$ cat src/rtl/parking_system_adv.sv
// Purpose: parking gate controller; opens the gate after a wait window and a correct access code.
// Latency: state and counter update on each rising clk edge; out is a Moore decode of the state register.
// Backpressure: none; sensor and pass are sampled every edge and the block never stalls.
module parking_system_adv #(
    parameter logic [3:0] PASSWORD    = 4'b1010,
    parameter int         WAIT_CYCLES = 10
) (
    input  logic        clk,
    input  logic        reset,
    input  logic        sensor,
    input  logic [3:0]  pass,
    output logic        out,
    output logic [63:0] counter_wait
);

    typedef enum logic [1:0] {
        IDLE       = 2'd0,
        WAIT_PASS  = 2'd1,
        WRONG_PASS = 2'd2,
        GRANTED    = 2'd3
    } state_t;

    // The code is first examined on the edge where the count reaches WAIT_CYCLES-1,
    // so the count reads WAIT_CYCLES when the verdict state is entered.
    localparam logic [63:0] CHECK_AT = 64'(WAIT_CYCLES - 1);

    state_t      state;
    state_t      state_nxt;
    logic [63:0] cnt_nxt;
    logic [63:0] cnt_inc;

    // Saturating increment: the counter sticks at all-ones instead of wrapping.
    always_comb begin
        cnt_inc = (counter_wait == '1) ? counter_wait : counter_wait + 64'd1;
    end

    // State and counter registers with synchronous active-low reset.
    always_ff @(posedge clk) begin
        if (!reset) begin
            state        <= IDLE;
            counter_wait <= '0;
        end else begin
            state        <= state_nxt;
            counter_wait <= cnt_nxt;
        end
    end

    // Next-state and next-count decode; a dropped sensor always wins and clears the count.
    always_comb begin
        state_nxt = state;
        cnt_nxt   = counter_wait;
        unique case (state)
            IDLE: begin
                cnt_nxt = '0;
                if (sensor) begin
                    state_nxt = WAIT_PASS;
                end
            end
            WAIT_PASS: begin
                if (!sensor) begin
                    state_nxt = IDLE;
                    cnt_nxt   = '0;
                end else begin
                    cnt_nxt = cnt_inc;
                    if (counter_wait == CHECK_AT) begin
                        state_nxt = (pass == PASSWORD) ? GRANTED : WRONG_PASS;
                    end
                end
            end
            WRONG_PASS: begin
                if (!sensor) begin
                    state_nxt = IDLE;
                    cnt_nxt   = '0;
                end else begin
                    cnt_nxt = cnt_inc;
                    if (pass == PASSWORD) begin
                        state_nxt = GRANTED;
                    end
                end
            end
            GRANTED: begin
                if (!sensor) begin
                    state_nxt = IDLE;
                    cnt_nxt   = '0;
                end
            end
            default: begin
                state_nxt = IDLE;
                cnt_nxt   = '0;
            end
        endcase
    end

    // Gate open exactly while the registered state is GRANTED.
    assign out = (state == GRANTED);

endmodule

$ cat config.mk
export PLATFORM = sky130hd
export DESIGN_NAME = parking_system_adv
export DESIGN_NICKNAME = d
export VERILOG_FILES = /design/src/rtl/parking_system_adv.sv
export SDC_FILE = /design/constraint.sdc
export NUM_CORES = 1
export LEC_CHECK = 0
export BUFFER_PORTS_ARGS = -buffer_cell sky130_fd_sc_hd__buf_2
export CORE_ASPECT_RATIO = 0.9
export CORE_UTILIZATION = 45
export CTS_CLUSTER_DIAMETER = 80
export CTS_CLUSTER_SIZE = 16
export DETAILED_ROUTE_END_ITERATION = 6
export PLACE_DENSITY = 0.75
export SETUP_SLACK_MARGIN = 0.05
export SLEW_MARGIN = 40
export SYNTH_ARGS = -nofsm -noshare
export SYNTH_HDL_FRONTEND = slang
export SYNTH_SLANG_ARGS = --single-unit
$ cat constraint.sdc
create_clock -name clk -period 3.6 [get_ports clk]
set_input_delay 0.36 -clock clk [delete_from_list [all_inputs] [get_ports clk]]
set_output_delay 0.36 -clock clk [all_outputs]
set_load 0.02 [all_outputs]
== After elaboration in Yosys (flattened, before gate mapping) ==
Index checks and enable logic that the tools add are counted.
Widths: inputs -> output; s select.
Cells by class
  add/sub/neg operators: 1
  multipliers: 0
  divide/modulo/power cells: 0
  $lt $le $gt $ge: 0
  eq/ne operators: 11
  shift operators: 0
  multiplexer cells: 12
  bitwise operators: 0
  reduce and logical (&&, ||, !) cells: 4
Operators with widths (number)
  $mux 64: 3
  $pmux 64 s3: 1
  $add 64x1->64 const B: 1
  $eq 64x4->1 const B: 1
  $eq 64x64->1 const B: 1
  $mux 2: 6
  $ne 3x3->1 const B: 3
  $pmux 2 s4: 1
  $eq 2x2->1 const B: 2
  $eq 4x4->1 const B: 1
  $ne 2x2->1 const B: 2
  $reduce_and 4->1: 1
  $eq 2x1->1 const B: 1
  $logic_not 2->1: 1
  $reduce_and 2->1: 1
  $reduce_or 2->1: 1
  $mux 1: 1
Storage, ports and cells
  bits in registers: 66
  bits in latches: 0
  bits in writable memories: 0
  bits in read-only memories: 0
  bits of input ports: 7
  output and inout bits: 65
  word-level logic and storage cells: 30
  memories kept: 0

== Depth between registers and ports, before layout ==
Gate-level depths: netlist of run 1.
  word-level depth: 5
  mapped depth: 9
  mapped depth without buffers: 8

== Least setup slack after synthesis of run 1 ==
No wires, ideal clock.
  path kind: register to register
  start point: register counter_wait[0]
  end point: register counter_wait[49]
  setup time: 0.115 ns
  arrival: 2.326 ns
  required time: 3.485 ns
  slack: 1.160 ns
  cell stages (with the launch flop): 10
  clock period less this slack: 2.440 ns
  path through: dfxtp_1 > ha_1 > nand4_4 > nor4_4 > nand2_4 > o31ai_4 > buf_6 > buf_6 > nor4b_1 > o21a_1
On the way
  cells in the longest elaborated chain, start to end: 4
RTL lines
  start: declaration: line 13  | output logic [63:0] counter_wait
  start signal: assignment: line 44  | counter_wait <= cnt_nxt;
  $add 64x1->64: line 34  | cnt_inc = (counter_wait == '1) ? counter_wait : counter_wait + 64'd1;
  $mux 64: line 34
  $mux 64: line 60, 71
  $pmux 64 s3: line 52  | unique case (state)
Parallel ways exist; a longest one is shown, timed or not. The select of a mux whose other input is x is not followed.
A chain may end at the register's enable or synchronous reset.

== Worst setup path in the final report of run 1 ==
  start point: register counter_wait[0]
  end point: register counter_wait[40]
The elaborated chain is that of the path after synthesis.

==> reports/qor.csv, run 1 <==
stage;metric;value;unit
run_status;status;complete, no violations;
synthesis;Synth Register Bits;66;
flow_run;max-cap violations;0;
cts;post-CTS setup buffers;0;
synthesis;count of yosys warnings during synthesis;0;
timing;worst-margin pin slew;0.736;ns
min_path;hold crit path type;in -> reg;
timing;crit path time final;2.81;ns
timing;fmax;356;MHz
timing;Setup TNS;0;ns
cts;cts-stage hold buffer count;0;
routing;1st-iter DRT viols;539;
synthesis;synthesized area;4480;um^2
grt;pin count of the biggest net entering global routing;50;
synthesis;Post-synth EDFFs;0;
floorplanning;Die Footprint;10400;um^2
timing;final hold slack;0.346;ns
cells_and_area;Ant. Diodes;0;
routing;DRC violations left;0;
routing;Antenna Nets Post-Route;0;
routing;DR WL met3;1.45;mm
setup_path;critical-path maximum fanout;12;
grt;GRT Residual Overflow;0;
timing;Final Cycle Share;0.779;
routing;WL final;14.2;mm
synthesis;ys flop type;dfxtp_1;
routing;WL/cell;19.2;um
routing;routed vias;5057;
power_and_ir_drop;Max IR drop VDD;174;uV
timing;final setup skew;0.0139;ns
cts;CTS buffer count;9;
power_and_ir_drop;static leakage;1.83;nW
cells_and_area;area occupied by multi-input gates;2840;um^2
grt;Overall Global Routing Usage;0.280;
grt;antenna violations before repair;0;
place;GP Congestion;0.931;
cts;cts repair resizes;0;
synthesis;post-synthesis cell type count;61;
setup_path;type of element capturing the critical path;register;
grt;global-route wire length before repair;23.3;mm
place;port bufs;71;
timing;Fin. Hold Viols;0;
routing;Highest Signal Layer;met4;
cts;Clock Path Buffers;2;
synthesis;syn avg cell area;7.82;um^2
grt;vias in the first global route;4494;
synthesis;share of flip-flops with an asynchronous set or reset;0;
cells_and_area;nets;623;
setup_path;crit path kind;reg -> reg;
synthesis;cell count after synthesis;573;
cts;clk sinks;66;
routing;drt via density;6.82;
setup_path;Worst setup SP type;register;
synthesis;Synth area leader;dfxtp_1;
timing;RSZ-0062 raised after global routing;false;
synthesis;Synth top area share;0.295;
floorplanning;initial core utilization;0.464;
routing;Metal-1 WL;6.22;mm
timing;fin worst setup slack;0.794;ns
timing;Slew Limit Fails;0;
synthesis;top cells by area, synth;dfxtp_1, or4_1, a21oi_1, nand3_1, o21ai_0;
cts;TritonCTS clock tree;done;
routing;met2 WL post-DR;6.17;mm
power_and_ir_drop;pwr dens;311;nW/um^2
place;HPWL after DPL;9.66;mm
cells_and_area;synthesis-to-layout area growth;11.4;%
timing;endpoints failing setup;0;
floorplanning;core area;9660;um^2
setup_path;Critical Path RT;3.89;ns
cts;Clock Pin Slew Worst Setup and Hold Paths;0.08;ns
cells_and_area;# fillers;923;
floorplanning;Die Height;96.7;um
floorplanning;Die W;107;um
cells_and_area;fraction of layout cells with a size suffix above 1;0.198;
setup_path;critical path data arrival time;3.10;ns
floorplanning;row count;34;
synthesis;sequential area share after synthesis;0.295;
cts;Clock Latency Late Sink;0.36;ns
cells_and_area;sequential cell area;1320;um^2
place;Placement Setup Slack;0.942;ns
floorplanning;IO Pins;72;
cts;clk root buf;clkbuf_8;
timing;Slew headroom;0.508;
synthesis;Syn Nets;586;
routing;first-pass detailed-route iteration total;6;
cts;htree depth;3;
## cell usage after synthesis (4+ instances only)
library cell	instances
dfxtp_1	66
nor2_1	31
a41oi_1	6
nand3_1	44
nand4_1	29
or4_1	41
inv_1	8
o2111ai_1	5
o211ai_1	5
and2_1	13
nor4_1	16
buf_4	4
clkbuf_1	29
and3_1	18
nor3_1	8
o311ai_0	4
a31oi_1	16
o21ai_0	42
buf_2	11
a22oi_1	4
nor4_4	4
nor4b_1	6
nand2_1	33
buf_6	6
a21oi_1	51
o21a_1	4
ha_1	6
nand4b_1	6
and4_1	6
## area by class of cell
cell class,count,area share
Clock inverter,5,0.0155
Inverter,8,0.00602
Timing Repair Buffer,80,0.0847
Tap cell,126,0.0316
Sequential cell,66,0.265
Multi-Input combinational cell,445,0.569
Clock buffer,11,0.0283
## worst max-delay path: stages, from the launching register on
cell and delay, ns:
dfxtp_1 0.47, ha_1 0.35, nand4_4 0.17, nor4_4 0.41, and2_1 0.57, nand4_1 0.19
or4_1 0.42, a31oi_1 0.17
## routing by layer
layer	vias to the layer above	GRT usage
li1	2323	-
met4	0	0.106
met3	36	0.0580
met5	-	0
met2	305	0.414
met1	2393	0.398
## cell usage in the layout (no fill, tap or decap), types with 3 or more instances in the layout
| cell type | Yosys | final |
|---|---|---|
| nand4_4 | 3 | 3 |
| inv_1 | 8 | 7 |
| a31oi_1 | 16 | 16 |
| a41oi_1 | 6 | 6 |
| a21oi_1 | 51 | 51 |
| a22oi_1 | 4 | 4 |
| and3_1 | 18 | 18 |
| clkbuf_8 | 0 | 10 |
| nor4_4 | 4 | 4 |
| and2_1 | 13 | 13 |
| nor2_1 | 31 | 31 |
| or4_1 | 41 | 41 |
| nand2_1 | 33 | 32 |
| nand4b_1 | 6 | 6 |
| o2111ai_1 | 5 | 5 |
| buf_4 | 4 | 9 |
| o211ai_1 | 5 | 5 |
| nand3_1 | 44 | 44 |
| buf_2 | 11 | 71 |
| o41ai_1 | 3 | 3 |
| or3_1 | 3 | 3 |
| nor3_1 | 8 | 8 |
| o311ai_0 | 4 | 4 |
| o21ai_0 | 42 | 42 |
| nand4_1 | 29 | 29 |
| and4_1 | 6 | 6 |
| dfxtp_1 | 66 | 66 |
| or2_2 | 3 | 3 |
| nor4b_1 | 6 | 6 |
| o21a_1 | 4 | 4 |
| o21ai_2 | 3 | 3 |
| nor4_1 | 16 | 16 |
| ha_1 | 6 | 6 |
## worst paths after layout
| path | from | to | slack (ns) | depth (start not counted) |
|---|---|---|---|---|
| worst max-delay path | counter_wait[0] | counter_wait[40] | 0.79 | 7 |
| worst min-delay path | sensor | state[1] | 0.35 | 3 |
| worst max register to register | counter_wait[0] | counter_wait[40] | 0.79 | 7 |
| worst min register to register | counter_wait[53] | counter_wait[53] | 0.55 | 2 |
## registers in the layout, summed over array words and instances, names as in the netlist
register and count:
state 2, counter_wait 64
## where the power goes
part           internal, mW  switching (mW)  total, mW
Clock                 0.407           0.303      0.710
Sequential            0.732         0.00259      0.734
Combinational        0.0321          0.0760      0.108
Total                  1.17           0.381       1.55
## per-stage QoR
stage	cell area (um^2)	utilization	std cells	power (mW)
floorplan	4480	-	573	0.826
global placement	4770	0.494	725	0.852
detailed placement	4770	0.494	725	0.856
CTS	4990	0.517	741	1.55
global route	4990	0.517	741	1.60
finish	4990	0.517	741	1.55
## cells by family (layout without fill, tap and decap cells)
family,after synthesis,after routing,synth area share
AND/OR/NAND/NOR,274,274,0.383
AO/OA/AOI/OAI,163,163,0.229
flip-flops,66,66,0.295
buffers and inverters,62,104,0.0717
adder cells (fa/ha/maj),6,6,0.0167
multiplexers,2,2,0.00447
Power figures use the tool's default switching activity.
==> run 2: changes to the inputs <==
- PLACE_DENSITY: 0.75 -> 0.77
- clock period: 3.6 -> 2.45 ns (I/O delays scaled with it)
==> run 2 against run 1 <==
Worst hold slack got worse by 0.080 ns. Non-clock buffer count increased by 49. Combinational power increased by 58%. Critical path depth unchanged. Count of clock-buffer cells in the layout increased by 3. Core utilization increased by 4.4 points. Via count increased by 4.3%. Final area increased by 8.6%. Clock skew decreased by 0.0016 ns. Power increased by 42%. Die area unchanged. Critical path type unchanged. Critical endpoint is now counter_wait[29]. Largest power group unchanged. Highest routed layer unchanged.
==> reports/qor.csv, run 2 (synthesis results as in run 1) <==
stage;metric;value;unit;change
run_status;status;complete, no violations;;
grt;GRT Residual Overflow;0;;unchanged
power_and_ir_drop;Max IR drop VDD;217;uV;+25%
timing;Setup TNS;0;ns;unchanged
cells_and_area;biggest regs;counter_wait: 64 flops, state: 2 flops;;
place;GP Congestion;0.910;;-2.2%
timing;fmax;430;MHz;+21%
power_and_ir_drop;static leakage;2.11;nW;+15%
setup_path;reg2reg start;counter_wait[13];;
timing;RSZ-0062 raised after global routing;true;;
timing;Fin. Hold Viols;0;;unchanged
grt;vias in the first global route;4646;;+3.4%
timing;endpoints failing setup;0;;unchanged
min_path;Hold Crit Depth;3;;unchanged
grt;antenna violations before repair;0;;unchanged
place;HPWL after DPL;10.5;mm;+8.3%
power_and_ir_drop;switching portion of total power;0.249;;+0.00297
routing;WL/cell;18.9;um;-1.4%
cells_and_area;Largest Register;counter_wait;;
power_and_ir_drop;Int Pwr;1.66;mW;+42%
setup_path;Worst setup SP type;register;;
grt;pin count of the biggest net entering global routing;50;;unchanged
setup_path;RR Endpoint;counter_wait[29];;
grt;global-route wire length before repair;23.9;mm;+2.6%
cts;Clock Pin Slew Worst Setup and Hold Paths;0.08;ns;about the same
cts;Clock Latency Late Sink;0.36;ns;about the same
power_and_ir_drop;Sw Pwr;0.549;mW;+44%
floorplanning;Die W;107;um;unchanged
min_path;hold crit path type;in -> reg;;
floorplanning;initial core utilization;0.464;;unchanged
routing;DRC violations left;0;;unchanged
timing;Slew headroom;0.614;;+0.106
routing;Antenna Nets Post-Route;0;;unchanged
routing;routed vias;5273;;+4.3%
timing;Final Cycle Share;0.949;;+0.169
cells_and_area;nets;672;;+7.9%
setup_path;path depth of the worst reg2reg path;7;;unchanged
cts;Clock Path Buffers;2;;unchanged
cts;htree depth;3;;unchanged
floorplanning;Die Height;96.7;um;unchanged
cells_and_area;Ant. Diodes;0;;unchanged
setup_path;flop2flop setup slack;0.13;ns;-0.67 ns
timing;crit path time final;2.32;ns;-0.481 ns
cells_and_area;commonest non-fill, non-tap cell in the layout;buf_2;;
setup_path;critical path data arrival time;2.57;ns;-0.53 ns
cts;CTS buffer count;9;;unchanged
place;Inst Count DP;771;;+6.3%
timing;worst-margin pin slew;0.578;ns;-0.158 ns
power_and_ir_drop;pwr dens;407;nW/um^2;+31%
timing;Slew Limit Fails;0;;unchanged
setup_path;critical-path maximum fanout;49;;+37
cts;TritonCTS clock tree;done;;
cells_and_area;synthesis-to-layout area growth;21.0;%;
setup_path;crit path kind;reg -> reg;;
cells_and_area;fraction of layout cells with a size suffix above 1;0.265;;+0.0667
flow_run;max-cap violations;0;;unchanged
cts;cts-stage hold buffer count;0;;unchanged
setup_path;type of element capturing the critical path;register;;
cts;clk root buf;clkbuf_8;;
floorplanning;Die Footprint;10400;um^2;unchanged
routing;first-pass detailed-route iteration total;6;;unchanged
cts;clk sinks;66;;unchanged
cells_and_area;most frequent cells in the layout;buf_2, dfxtp_1, buf_4;;
cells_and_area;Post-Layout Cell Count;790;;+6.6%
routing;drt via density;6.67;;-2.2%
timing;final setup skew;0.0122;ns;-0.00165 ns
power_and_ir_drop;sequential power share;0.488;;+0.015
cells_and_area;Largest register FFs;64;;unchanged
place;port bufs;71;;unchanged
power_and_ir_drop;combinational cell fraction of total power;0.078;;+0.008
min_path;hold path startpoint;sensor;;
min_path;worst hold endpoint;state[1];;
setup_path;Critical Path RT;2.70;ns;-1.19 ns
routing;WL final;14.9;mm;+5.1%
power_and_ir_drop;Clock power frac;0.434;;-0.023
grt;Overall Global Routing Usage;0.288;;+0.00763
timing;final hold slack;0.266;ns;-0.0801 ns
routing;1st-iter DRT viols;545;;+1.1%
floorplanning;IO Pins;72;;unchanged
floorplanning;core area;9660;um^2;unchanged
floorplanning;row count;34;;unchanged
==> run 2: what timing repair did <==
item / CTS / global route
endpoints found under the hold margin: 0 / 0
setup endpoints to repair: 1 / 19
gates resized for setup: 1 / 6
pin swaps: 0 / 2
setup buffers: 0 / 3
==> run 2: cell type report <==
class,count,area (um^2)
sequential,66,1320
timing repair buffer,129,853
inverter,8,30.0
clock inverter,2,35.0
multi-input combinational,445,2860
clock buffer,14,163
fill,881,4240
tap,126,158
==> run 2: worst max-delay path by stage <==
stage	from	to	depth (start not counted)
2_1_floorplan	counter_wait[8]	counter_wait[49]	9
3_3_place_gp	counter_wait[27]	counter_wait[52]	7
3_5_place_dp	counter_wait[27]	counter_wait[52]	7
4_1_cts	counter_wait[27]	counter_wait[52]	7
5_1_grt	counter_wait[13]	counter_wait[29]	7
6_report	counter_wait[13]	counter_wait[29]	7
==> run 2: worst max-delay path, cell delays in order (launching register included) <==
cell,delay [ns]
dfxtp_1,0.46
nand4_4,0.19
nor4_4,0.41
nand2_4,0.16
o31ai_4,0.37
buf_12,0.25
nor3_1,0.09
o221a_2,0.26
==> run 2: per-layer routing <==
metal / global-route usage / wire length, um / vias to the layer above
met5: 0 / 0 / -
met4: 0.102 / 338 / 0
met3: 0.0580 / 1560 / 37
met2: 0.421 / 6770 / 305
met1: 0.416 / 6250 / 2514
li1: - / - / 2417
==> run 2: through the flow <==
| stage | power [mW] | utilization | setup WS [ns] | cell area, um^2 |
|---|---|---|---|---|
| floorplan | 1.21 | - | 0.136 | 4490 |
| finish | 2.21 | 0.561 | 0.126 | 5420 |
| global placement | 1.26 | 0.537 | 0.149 | 5180 |
| detailed placement | 1.27 | 0.537 | 0.0263 | 5180 |
| CTS | 2.20 | 0.558 | 0.0725 | 5380 |
| global route | 2.27 | 0.561 | 0.00273 | 5420 |
==> run 2: power groups by stage <==
stage / Clock (mW) / Sequential (mW) / Combinational (mW)
after floorplan: 0 / 1.10 / 0.110
after global placement: 0 / 1.10 / 0.157
after detailed placement: 0 / 1.10 / 0.165
after CTS: 0.953 / 1.08 / 0.166
after global routing: 1.01 / 1.08 / 0.186
final: 0.959 / 1.08 / 0.171
==> run 3: changes to the inputs <==
- ABC_CLOCK_PERIOD_IN_PS: unset -> 2450
- CORE_UTILIZATION: 45 -> 52
- PLACE_DENSITY: 0.77 -> 0.86
==> run 3 against run 2 <==
Combinational power is 2% higher. The run now ends with design-rule violations left. Routed wire length is 4.8% higher. Critical endpoint unchanged. First-iteration DRC count is 56% higher.
==> reports/qor.csv, run 3 (synthesis results as in run 1) <==
stage;metric;value;unit;change
run_status;status;finished, violations left;;
run_status;failing checks;design-rule violations;;
grt;GRT Residual Overflow;0;;unchanged
cts;Clock Latency Late Sink;0.37;ns;about the same
setup_path;type of element capturing the critical path;register;;
timing;final setup skew;0.00924;ns;-0.00300 ns
power_and_ir_drop;switching portion of total power;0.267;;+0.0185
cells_and_area;fraction of layout cells with a size suffix above 1;0.278;;+0.0125
routing;WL/cell;20.1;um;+6.4%
timing;Slew Limit Fails;0;;unchanged
cts;Clock Pin Slew Worst Setup and Hold Paths;0.08;ns;about the same
routing;Antenna Nets Post-Route;0;;unchanged
floorplanning;core area;8180;um^2;-15%
routing;WL final;15.6;mm;+4.8%
cts;htree depth;3;;unchanged
cells_and_area;Ant. Diodes;0;;unchanged
floorplanning;Die Height;90.1;um;-6.8%
floorplanning;initial core utilization;0.548;;+0.0835
cts;CTS buffer count;9;;unchanged
routing;routed vias;5505;;+4.4%
power_and_ir_drop;Sw Pwr;0.582;mW;+6.0%
grt;pin count of the biggest net entering global routing;59;;+18%
min_path;Hold Crit Depth;3;;unchanged
cells_and_area;most frequent cells in the layout;buf_2, dfxtp_1, buf_4;;
setup_path;CP bufs+invs;3;;+2
timing;Fin. Hold Viols;0;;unchanged
power_and_ir_drop;Int Pwr;1.60;mW;-3.8%
place;GP Congestion;0.960;;+5.5%
setup_path;Worst path max stage delay;0.51;ns;+0.05 ns
setup_path;Worst setup SP type;register;;
setup_path;worst-path cell chain;nand4_1 > buf_4 > nor2_4 > nand4_2 > o31ai_4 > buf_12 > buf_12 > nor3_1 > o221a_2;;
min_path;hold crit path type;in -> reg;;
setup_path;critical path data arrival time;2.61;ns;+0.04 ns
timing;Slew headroom;0.676;;+0.0620
setup_path;Crit path max-delay family;compound AO/OA/AOI/OAI gates;;
cells_and_area;Largest Register;counter_wait;;
grt;Overall Global Routing Usage;0.338;;+0.0497
cts;cts-stage hold buffer count;0;;unchanged
power_and_ir_drop;Final Power;2.18;mW;-1.4%
cts;clk sinks;66;;unchanged
cells_and_area;nets;671;;-0.15%
setup_path;slowest stage cell, crit path;dfxtp_1;;
grt;antenna violations before repair;0;;unchanged
floorplanning;row count;31;;-8.8%
power_and_ir_drop;Max IR drop VDD;266;uV;+23%
timing;worst-margin pin slew;0.481;ns;-0.0967 ns
cts;clk root buf;clkbuf_8;;
cts;Clock Path Buffers;2;;unchanged
routing;1st-iter DRT viols;849;;+56%
grt;global-route wire length before repair;24.2;mm;+1.3%
power_and_ir_drop;Clock power frac;0.424;;-0.010
timing;fmax;424;MHz;-1.4%
timing;crit path time final;2.36;ns;+0.0318 ns
setup_path;Most Frequent Cell on Critical Path;buf_12;;
setup_path;crit path kind;reg -> reg;;
floorplanning;Die W;99.9;um;-6.8%
timing;RSZ-0062 raised after global routing;false;;
floorplanning;IO Pins;72;;unchanged
timing;Setup TNS;0;ns;unchanged
setup_path;Critical Path RT;2.71;ns;about the same
setup_path;critical-path maximum fanout;28;;-43%
power_and_ir_drop;sequential power share;0.496;;+0.008
cells_and_area;# fillers;648;;-26%
timing;Final Cycle Share;0.962;;+0.0130
setup_path;Crit. path cell count;9;;+2
cells_and_area;biggest regs;counter_wait: 64 flops, state: 2 flops;;
place;HPWL after DPL;10.4;mm;-0.54%
routing;DRC violations left;18;;+18
routing;first-pass detailed-route iteration total;7;;+1
routing;drt via density;7.08;;+6.0%
cells_and_area;Largest register FFs;64;;unchanged
floorplanning;Die Footprint;8990;um^2;-13%
cts;TritonCTS clock tree;done;;
grt;vias in the first global route;4731;;+1.8%
timing;endpoints failing setup;0;;unchanged
power_and_ir_drop;combinational cell fraction of total power;0.081;;+0.003
setup_path;path depth of the worst reg2reg path;9;;+2
power_and_ir_drop;pwr dens;400;nW/um^2;-1.7%
cells_and_area;synthesis-to-layout area growth;21.4;%;
flow_run;max-cap violations;0;;unchanged
power_and_ir_drop;static leakage;2.10;nW;-0.51%
cells_and_area;commonest non-fill, non-tap cell in the layout;buf_2;;
place;port bufs;71;;unchanged
==> run 3: power by group through the flow <==
stage	logic [mW]	registers [mW]	clock network, mW
floorplan	0.110	1.10	0
global placement	0.155	1.10	0
finish	0.175	1.08	0.923
global route	0.189	1.08	0.965
detailed placement	0.163	1.10	0
CTS	0.164	1.08	0.906
==> run 3: worst paths after layout <==
path                                  startpoint               end  slack, ns
worst max-delay path            counter_wait[39]  counter_wait[29]       0.09
worst min-delay path                      sensor          state[1]       0.24
worst max register to register  counter_wait[39]  counter_wait[29]       0.09
worst min register to register   counter_wait[0]   counter_wait[0]       0.54
==> run 3: tightest hold or removal path: cells and delay by family <==
kind,cells,cell delay [ns]
AOI/OAI and AO/OA,1,0.08
buffers and inverters,1,0.15
muxes,1,0.08
==> run 3: what timing repair did <==
| action | 4_1_cts | 5_1_grt |
|---|---|---|
| gates resized for setup | 1 | 17 |
| endpoints found under the setup margin | 7 | 54 |
| setup buffers | 0 | 5 |
| gates cloned | 0 | 1 |
| pin swaps | 0 | 5 |
==> run 3: per-layer routing <==
| metal | routed length, um | vias to the layer above | track usage |
|---|---|---|---|
| li1 | - | 2414 | - |
| met1 | 5930 | 2515 | 0.458 |
| met2 | 7010 | 486 | 0.522 |
| met3 | 2110 | 90 | 0.0747 |
| met4 | 582 | 0 | 0.124 |
| met5 | 0 | - | 0 |
==> run 3: metrics by stage <==
| stage | setup WS [ns] | hold WS (ns) | utilization | cell area [um^2] | std cells |
|---|---|---|---|---|---|
| 2_1_floorplan | 0.136 | 0.408 | - | 4490 | 573 |
| 4_1_cts | 0.0329 | 0.228 | 0.648 | 5310 | 772 |
| 3_3_place_gp | 0.175 | 0.492 | 0.625 | 5120 | 756 |
| 3_5_place_dp | 0.0393 | 0.524 | 0.625 | 5120 | 756 |
| 6_report | 0.0940 | 0.237 | 0.665 | 5440 | 778 |
| 5_1_grt | 0.0268 | 0.242 | 0.665 | 5440 | 778 |
==> run 3: cell type report <==
type / instances / area [um^2] / area share
flip-flops and latches: 66 / 1330 / 0.244
clock buffers: 10 / 128 / 0.0235
inverters: 8 / 30.0 / 0.00552
well taps: 115 / 144 / 0.0265
multi-input cells: 445 / 2890 / 0.531
clock inverters: 6 / 57.6 / 0.0106
repair buffers: 128 / 863 / 0.159
